### src/rtl/enemy_agent.sv
// enemy_agent -- per-slot enemy controller, advanced once per game frame.
//
// Tracks position, hit points and behaviour through an explicit FSM:
// spawn/death life-cycle, chase toward the player, wind-up and attack with
// an attack_req/attack_ack handshake, and stun with knockback.
//
// Build option: define ENEMY_DIAG_MOVE_EN to let CHASE move on both axes in
// one frame; by default CHASE moves on a single axis chosen by priority
// (right, left, down, up).
//
// Ports:
//   game_frame_clk_rising_edge  clock, one edge per game frame
//   Reset                       synchronous, active-high
//   spawn                       pulse, activates the enemy while DEAD
//   player_x, player_y          player box top-left
//   hit, hit_dmg                enemy struck this frame, damage (0 counts as 1)
//   attack_ack                  damage arbiter accepted the attack
//   pos_x, pos_y                enemy box top-left
//   dir                         facing: 0 down, 1 left, 2 up, 3 right
//   state                       FSM state code
//   hp                          remaining hit points
//   alive                       high in CHASE/WINDUP/ATTACK/STUN
//   attack_req                  attack request to the arbiter
//   anim_frame                  walk animation step
//   died                        one-frame pulse on DYING -> DEAD
//
// state  | meaning
// DEAD   | inactive, waits for spawn
// CHASE  | walking toward the player
// WINDUP | adjacent, counting down to an attack (also the post-attack cooldown)
// ATTACK | attack_req held until ack or timeout
// STUN   | knocked back after a hit, counting down
// DYING  | death animation, counting down to DEAD

module enemy_agent #(
    parameter int COORD_W        = 9,
    parameter int X_START        = 70,
    parameter int Y_START        = 60,
    parameter int WIDTH          = 26,
    parameter int HEIGHT         = 26,
    parameter int PLAYER_W       = 18,
    parameter int PLAYER_H       = 20,
    parameter int STEP           = 1,
    parameter int KNOCK_STEP     = 3,
    parameter int HP_MAX         = 3,
    parameter int ATTACK_DIST    = 3,
    parameter int WINDUP_FRAMES  = 4,
    parameter int ATTACK_TIMEOUT = 8,
    parameter int STUN_FRAMES    = 6,
    parameter int DYING_FRAMES   = 8,
    parameter int X_MIN          = 0,
    parameter int X_MAX          = 319,
    parameter int Y_MIN          = 52,
    parameter int Y_MAX          = 205
) (
    input  logic               game_frame_clk_rising_edge,
    input  logic               Reset,
    input  logic               spawn,
    input  logic [COORD_W-1:0] player_x,
    input  logic [COORD_W-1:0] player_y,
    input  logic               hit,
    input  logic [3:0]         hit_dmg,
    input  logic               attack_ack,
    output logic [COORD_W-1:0] pos_x,
    output logic [COORD_W-1:0] pos_y,
    output logic [1:0]         dir,
    output logic [2:0]         state,
    output logic [3:0]         hp,
    output logic               alive,
    output logic               attack_req,
    output logic [1:0]         anim_frame,
    output logic               died
);

    // Two guard bits so box arithmetic never wraps.
    localparam int W2 = COORD_W + 2;

    localparam logic [W2-1:0] X_LO  = W2'(X_MIN);
    localparam logic [W2-1:0] X_HI  = W2'(X_MAX - WIDTH);
    localparam logic [W2-1:0] Y_LO  = W2'(Y_MIN);
    localparam logic [W2-1:0] Y_HI  = W2'(Y_MAX - HEIGHT);
    localparam logic [W2-1:0] STP   = W2'(STEP);
    localparam logic [W2-1:0] KSTP  = W2'(KNOCK_STEP);
    localparam logic [W2-1:0] E_W   = W2'(WIDTH);
    localparam logic [W2-1:0] E_H   = W2'(HEIGHT);
    localparam logic [W2-1:0] P_W   = W2'(PLAYER_W);
    localparam logic [W2-1:0] P_H   = W2'(PLAYER_H);
    localparam logic [W2-1:0] ADIST = W2'(ATTACK_DIST);

    typedef enum logic [2:0] {
        S_DEAD   = 3'd0,
        S_CHASE  = 3'd1,
        S_WINDUP = 3'd2,
        S_ATTACK = 3'd3,
        S_STUN   = 3'd4,
        S_DYING  = 3'd5
    } state_t;

    state_t     st;
    logic [7:0] cnt;

    assign state = st;

    function automatic logic [W2-1:0] inc_clamp(input logic [W2-1:0] v,
                                                input logic [W2-1:0] s,
                                                input logic [W2-1:0] hi);
        inc_clamp = (v + s > hi) ? hi : v + s;
    endfunction

    function automatic logic [W2-1:0] dec_clamp(input logic [W2-1:0] v,
                                                input logic [W2-1:0] s,
                                                input logic [W2-1:0] lo);
        dec_clamp = (v < lo + s) ? lo : v - s;
    endfunction

    logic [W2-1:0] ex, ey, px, py;
    logic          go_r, go_l, go_d, go_u, adjacent;

    assign ex = {2'b00, pos_x};
    assign ey = {2'b00, pos_y};
    assign px = {2'b00, player_x};
    assign py = {2'b00, player_y};

    assign go_r = (ex + E_W) < px;
    assign go_l = ex > (px + P_W);
    assign go_d = (ey + E_H) < py;
    assign go_u = ey > (py + P_H);

    // Inclusive box edges: touching after the ATTACK_DIST expansion counts.
    assign adjacent = (ex + E_W + ADIST >= px) && (px + P_W + ADIST >= ex) &&
                      (ey + E_H + ADIST >= py) && (py + P_H + ADIST >= ey);

    logic [W2-1:0] nx, ny, kx, ky;
    logic [1:0]    ndir;
    logic          mv, moved;

    always_comb begin
        nx   = ex;
        ny   = ey;
        ndir = dir;
        mv   = 1'b0;
`ifdef ENEMY_DIAG_MOVE_EN
        if (go_r) begin
            nx = inc_clamp(ex, STP, X_HI); ndir = 2'd3; mv = 1'b1;
        end else if (go_l) begin
            nx = dec_clamp(ex, STP, X_LO); ndir = 2'd1; mv = 1'b1;
        end
        if (go_d) begin
            ny = inc_clamp(ey, STP, Y_HI); mv = 1'b1;
            if (!(go_r || go_l)) ndir = 2'd0;
        end else if (go_u) begin
            ny = dec_clamp(ey, STP, Y_LO); mv = 1'b1;
            if (!(go_r || go_l)) ndir = 2'd2;
        end
`else
        if (go_r) begin
            nx = inc_clamp(ex, STP, X_HI); ndir = 2'd3; mv = 1'b1;
        end else if (go_l) begin
            nx = dec_clamp(ex, STP, X_LO); ndir = 2'd1; mv = 1'b1;
        end else if (go_d) begin
            ny = inc_clamp(ey, STP, Y_HI); ndir = 2'd0; mv = 1'b1;
        end else if (go_u) begin
            ny = dec_clamp(ey, STP, Y_LO); ndir = 2'd2; mv = 1'b1;
        end
`endif
    end

    // A clamped move still turns the enemy but must not advance the walk cycle.
    assign moved = (nx != ex) || (ny != ey);

    // Knockback pushes opposite to the current facing.
    always_comb begin
        kx = ex;
        ky = ey;
        case (dir)
            2'd0: ky = dec_clamp(ey, KSTP, Y_LO);
            2'd1: kx = inc_clamp(ex, KSTP, X_HI);
            2'd2: ky = inc_clamp(ey, KSTP, Y_HI);
            default: kx = dec_clamp(ex, KSTP, X_LO);
        endcase
    end

    logic [3:0] dmg, hp_new;
    assign dmg    = (hit_dmg == 4'd0) ? 4'd1 : hit_dmg;
    assign hp_new = (hp > dmg) ? hp - dmg : 4'd0;

    always_ff @(posedge game_frame_clk_rising_edge) begin
        if (Reset) begin
            st         <= S_DEAD;
            cnt        <= 8'd0;
            pos_x      <= COORD_W'(X_START);
            pos_y      <= COORD_W'(Y_START);
            dir        <= 2'd0;
            hp         <= 4'd0;
            alive      <= 1'b0;
            attack_req <= 1'b0;
            anim_frame <= 2'd0;
            died       <= 1'b0;
        end else begin
            died <= 1'b0;
            case (st)
                S_DEAD: begin
                    if (spawn) begin
                        st    <= S_CHASE;
                        hp    <= 4'(HP_MAX);
                        pos_x <= COORD_W'(X_START);
                        pos_y <= COORD_W'(Y_START);
                        dir   <= 2'd0;
                        cnt   <= 8'd0;
                        alive <= 1'b1;
                    end
                end

                S_DYING: begin
                    if (cnt <= 8'd1) begin
                        st   <= S_DEAD;
                        cnt  <= 8'd0;
                        died <= 1'b1;
                    end else begin
                        cnt <= cnt - 8'd1;
                    end
                end

                S_CHASE, S_WINDUP, S_ATTACK, S_STUN: begin
                    if (hit) begin
                        attack_req <= 1'b0;
                        hp         <= hp_new;
                        if (hp_new == 4'd0) begin
                            st    <= S_DYING;
                            cnt   <= 8'(DYING_FRAMES);
                            alive <= 1'b0;
                        end else begin
                            st    <= S_STUN;
                            cnt   <= 8'(STUN_FRAMES);
                            pos_x <= kx[COORD_W-1:0];
                            pos_y <= ky[COORD_W-1:0];
                        end
                    end else begin
                        case (st)
                            S_CHASE: begin
                                if (adjacent) begin
                                    st  <= S_WINDUP;
                                    cnt <= 8'(WINDUP_FRAMES);
                                end else begin
                                    pos_x <= nx[COORD_W-1:0];
                                    pos_y <= ny[COORD_W-1:0];
                                    if (mv)    dir        <= ndir;
                                    if (moved) anim_frame <= anim_frame + 2'd1;
                                end
                            end
                            S_WINDUP: begin
                                if (!adjacent) begin
                                    st  <= S_CHASE;
                                    cnt <= 8'd0;
                                end else if (cnt <= 8'd1) begin
                                    st         <= S_ATTACK;
                                    cnt        <= 8'(ATTACK_TIMEOUT);
                                    attack_req <= 1'b1;
                                end else begin
                                    cnt <= cnt - 8'd1;
                                end
                            end
                            S_ATTACK: begin
                                if (attack_ack) begin
                                    st         <= S_WINDUP;
                                    cnt        <= 8'(WINDUP_FRAMES);
                                    attack_req <= 1'b0;
                                end else if (cnt <= 8'd1) begin
                                    st         <= S_CHASE;
                                    cnt        <= 8'd0;
                                    attack_req <= 1'b0;
                                end else begin
                                    cnt <= cnt - 8'd1;
                                end
                            end
                            default: begin
                                if (cnt <= 8'd1) begin
                                    st  <= S_CHASE;
                                    cnt <= 8'd0;
                                end else begin
                                    cnt <= cnt - 8'd1;
                                end
                            end
                        endcase
                    end
                end

                default: begin
                    st         <= S_DEAD;
                    cnt        <= 8'd0;
                    alive      <= 1'b0;
                    attack_req <= 1'b0;
                end
            endcase
        end
    end

endmodule
### config.mk
export PLATFORM = sky130hd
export DESIGN_NAME = enemy_agent
export DESIGN_NICKNAME = d
export VERILOG_FILES = /design/src/rtl/enemy_agent.sv
export SDC_FILE = /design/constraint.sdc
export NUM_CORES = 1
export LEC_CHECK = 0
export CORE_MARGIN = 3
export CORE_UTILIZATION = 39
export DETAILED_ROUTE_END_ITERATION = 10
export PLACE_DENSITY = 0.6
export SYNTH_ARGS = -nofsm -noshare
export SYNTH_HDL_FRONTEND = slang
export SYNTH_SLANG_ARGS = --single-unit
### constraint.sdc
create_clock -name game_frame_clk_rising_edge -period 3.95 [get_ports game_frame_clk_rising_edge]
set_input_delay 0.395 -clock game_frame_clk_rising_edge [delete_from_list [all_inputs] [get_ports game_frame_clk_rising_edge]]
set_output_delay 0.395 -clock game_frame_clk_rising_edge [all_outputs]
set_load 0.005 [all_outputs]
==> out/qor.txt <==
CP required: 4.18 ns
Fill cells: 1926
Worst Max-Slew Pin Slew: 0.705 ns
sequential power share: 0.122
switch share: 0.498
HP Class: reg2reg
Worst setup EP type: flip-flop
core area: 0.0197 mm^2
Netlist Area Pre-Place: 0.00794 mm^2
area of the multi-input gates: 0.00686 mm^2
cell internal pwr: 0.00233 W
Diodes inserted: 0
clk_skew: 0.00364 ns
Slew HR: 0.528
DR pass1 iterations: 5
total die area: 0.0221 mm^2
post-synthesis register bit count: 40
maximum clock insertion buffer count: 2
Top Ports: 59
GRT Total Usage: 0.250
status: finished clean
VDD IR-drop max: 0.241 mV
Tcrit/Tclk final: 0.972
Worst setup SP type: flip-flop
Final nets: 1417
TritonCTS clock tree: built
endpoints failing hold: 0
CTS Buf Count: 5
first-pass GRT wire length: 45300 um
Worst-Skew Late Latency: 0.29 ns
remaining antenna violation count: 0
Clock transition at path regs: 0.06 ns
Comb pwr share: 0.787
grt met2 use: 0.408
Final Max Slew Viols: 0
row cnt: 51
WL/cell: 18.5 um
Slowest Stage Delay on Critical Path: 0.54 ns
power after layout: 0.00464 W
number of global-route vias before repair: 8699
met1 usage: 0.356
GP Congestion: 0.956
syn avg cell area: 7.16 um^2
pwr/cell area: 448 mW/mm^2
gr ovfl total: 0
gr busiest metal: met2
Psw: 0.00231 W
Post-synth ARST share: 0
H-tree lvl count: 2
Post-Syn Instances: 1108
fmax: 260 MHz
Max-Cap Viols: 0
initial antenna violation count: 0
Syn-to-layout area delta: 30.5%
drt drc: 0
crit path kind: reg2reg
fin crit period: 3.84 ns
setup_tns: 0 ns
unique cell type count in the Yosys netlist: 99
Starting DRT DRC Count: 735
Initial Utilization: 0.403
Root Driver: clkbuf_16
Final HPWL DP: 22800 um
met3 Use GR: 0.0238
final setup fails: 0
CP cell instances: ha_4, or3_4, xnor2_4, ha_2, buf_6, a22o_1, o41ai_2, buf_4, and2_4, mux2i_1, a221oi_2, a2111oi_2, nand4_1, or4_1, nand3_1
syn nets: 1237
commonest non-fill, non-tap cell in the layout: buf_4
Clock Sink Count: 40
Yosys warnings: 0
Leakage: 4.37 nW
Sequential Area: 807 um^2
final wirelength: 28800 um
via count: 9123
post-layout util: 0.525
most frequent cells in the layout: buf_4, nor2_1, ha_1
DIE HEIGHT: 149 um
Worst Path Arrival: 4.07 ns
RSZ-0062 raised after global routing: true
layout cell share with drive strength beyond 1: 0.220
share of the yosys chip area belonging to registers: 0.101
number of synthesized flops with an enable pin: 0
worst-path maximum fanout: 7
largest net degree at the start of global routing: 22
Main synth FF type: dfxtp_1
Clk network pwr share: 0.091
chip width: 149 um
Slowest-stage cell, CP: or4_1
Via density: 5.87
Port Buf Inserts: 58
==> power by group through the flow <==
stage	Combinational [W]	Sequential [W]	Clock, W
after floorplan	0.00210	0.000543	0
after global placement	0.00335	0.000564	0
after detailed placement	0.00337	0.000560	0
after CTS	0.00341	0.000553	0.000427
after global routing	0.00397	0.000571	0.000440
final	0.00365	0.000565	0.000423
==> final cells by class <==
class,count,share of cell area
Multi-Input combinational cell,935,0.662
Timing Repair Buffer,236,0.188
Sequential cell,40,0.0779
Tap cell,265,0.0320
Inverter,70,0.0257
Clock buffer,8,0.0141
==> cell usage after synthesis (5+ instances only) <==
| library cell | instances | area share |
|---|---|---|
| nand2b_1 | 17 | 0.013 |
| a31oi_1 | 16 | 0.013 |
| o211ai_1 | 16 | 0.015 |
| ha_1 | 101 | 0.16 |
| and3_1 | 10 | 0.0079 |
| nand3_1 | 37 | 0.023 |
| a21o_1 | 11 | 0.010 |
| buf_6 | 6 | 0.0085 |
| nand4_1 | 13 | 0.010 |
| a22oi_1 | 6 | 0.0057 |
| a31o_2 | 6 | 0.0066 |
| o21ai_0 | 66 | 0.042 |
| dfxtp_1 | 40 | 0.10 |
| a211oi_1 | 23 | 0.022 |
| a221oi_1 | 9 | 0.0099 |
| o21a_1 | 12 | 0.011 |
| a32oi_1 | 8 | 0.0088 |
| a21oi_1 | 86 | 0.054 |
| xor2_1 | 18 | 0.020 |
| a2111oi_0 | 5 | 0.0055 |
| nor2b_1 | 9 | 0.0071 |
| inv_1 | 62 | 0.029 |
| buf_2 | 12 | 0.0076 |
| clkbuf_1 | 36 | 0.017 |
| o22ai_1 | 13 | 0.010 |
| and2_1 | 6 | 0.0047 |
| buf_4 | 7 | 0.0066 |
| nor3_1 | 31 | 0.020 |
| o32ai_1 | 8 | 0.0088 |
| or3_1 | 13 | 0.010 |
| nor2_1 | 100 | 0.047 |
| nand2_1 | 96 | 0.045 |
| a21boi_0 | 8 | 0.0076 |
| nor4_1 | 15 | 0.012 |
| mux2i_1 | 5 | 0.0063 |
| o31ai_1 | 7 | 0.0066 |
| xnor2_1 | 48 | 0.053 |
==> kinds of logic after synthesis <==
| logic type | Yosys count | share of synthesized area |
|---|---|---|
| XOR/XNOR | 69 | 0.0790 |
| multiplexers | 8 | 0.0114 |
| AND/OR/NAND/NOR | 390 | 0.251 |
| adder cells (fa/ha/maj) | 102 | 0.162 |
| flip-flops | 40 | 0.101 |
| AO/OA/AOI/OAI | 366 | 0.321 |
| buffers and inverters | 133 | 0.0743 |
==> per-layer routing <==
layer	vias up	routed length, um
li1	4479	-
met2	340	13100
met4	0	577
met5	-	0
met1	4258	13300
met3	46	1840
==> stage by stage <==
step / area [um^2] / hold WS [ns] / worst slack [ns] / std cells
3_5_place_dp: 9850 / 0.478 / -0.551 / 1542
5_1_grt: 10400 / 0.533 / -0.0705 / 1554
3_3_place_gp: 9850 / 0.482 / -0.484 / 1542
2_1_floorplan: 7940 / 0.470 / 0.00216 / 1108
4_1_cts: 10000 / 0.498 / 0.00390 / 1550
6_report: 10400 / 0.493 / 0.109 / 1554
==> worst paths after layout <==
path	from	end	slack [ns]	cells past startpoint
max	pos_x[2]	anim_frame[0]	0.11	15
min	attack_req	attack_req	0.49	2
max reg2reg	pos_x[2]	anim_frame[0]	0.11	15
min reg2reg	attack_req	attack_req	0.49	2
==> critical path: cells and delay by family (launching register included) <==
kind / cells / cell delay, ns
AO/OA/AOI/OAI: 4 / 0.95
XOR/XNOR: 1 / 0.17
adder cells (fa/ha/maj): 2 / 0.35
buffers and inverters: 2 / 0.33
flip-flops: 1 / 0.37
multiplexers: 1 / 0.22
AND/OR/NAND/NOR: 5 / 1.39
==> sequential cells by signal (all words and copies together) (netlist names) <==
name,count
pos_x,9
pos_y,9
cnt,8
hp,4
state,3
anim_frame,2
dir,2
alive,1
attack_req,1
died,1
==> timing repair <==
item                       CTS  global route
cloned                       0             0
setup endpoints to repair   27            30
resized for setup           13            66
pin swaps                    3            18
hold buffers                 0             0
setup buffers                0             6
(Power assumes the default switching activity.)
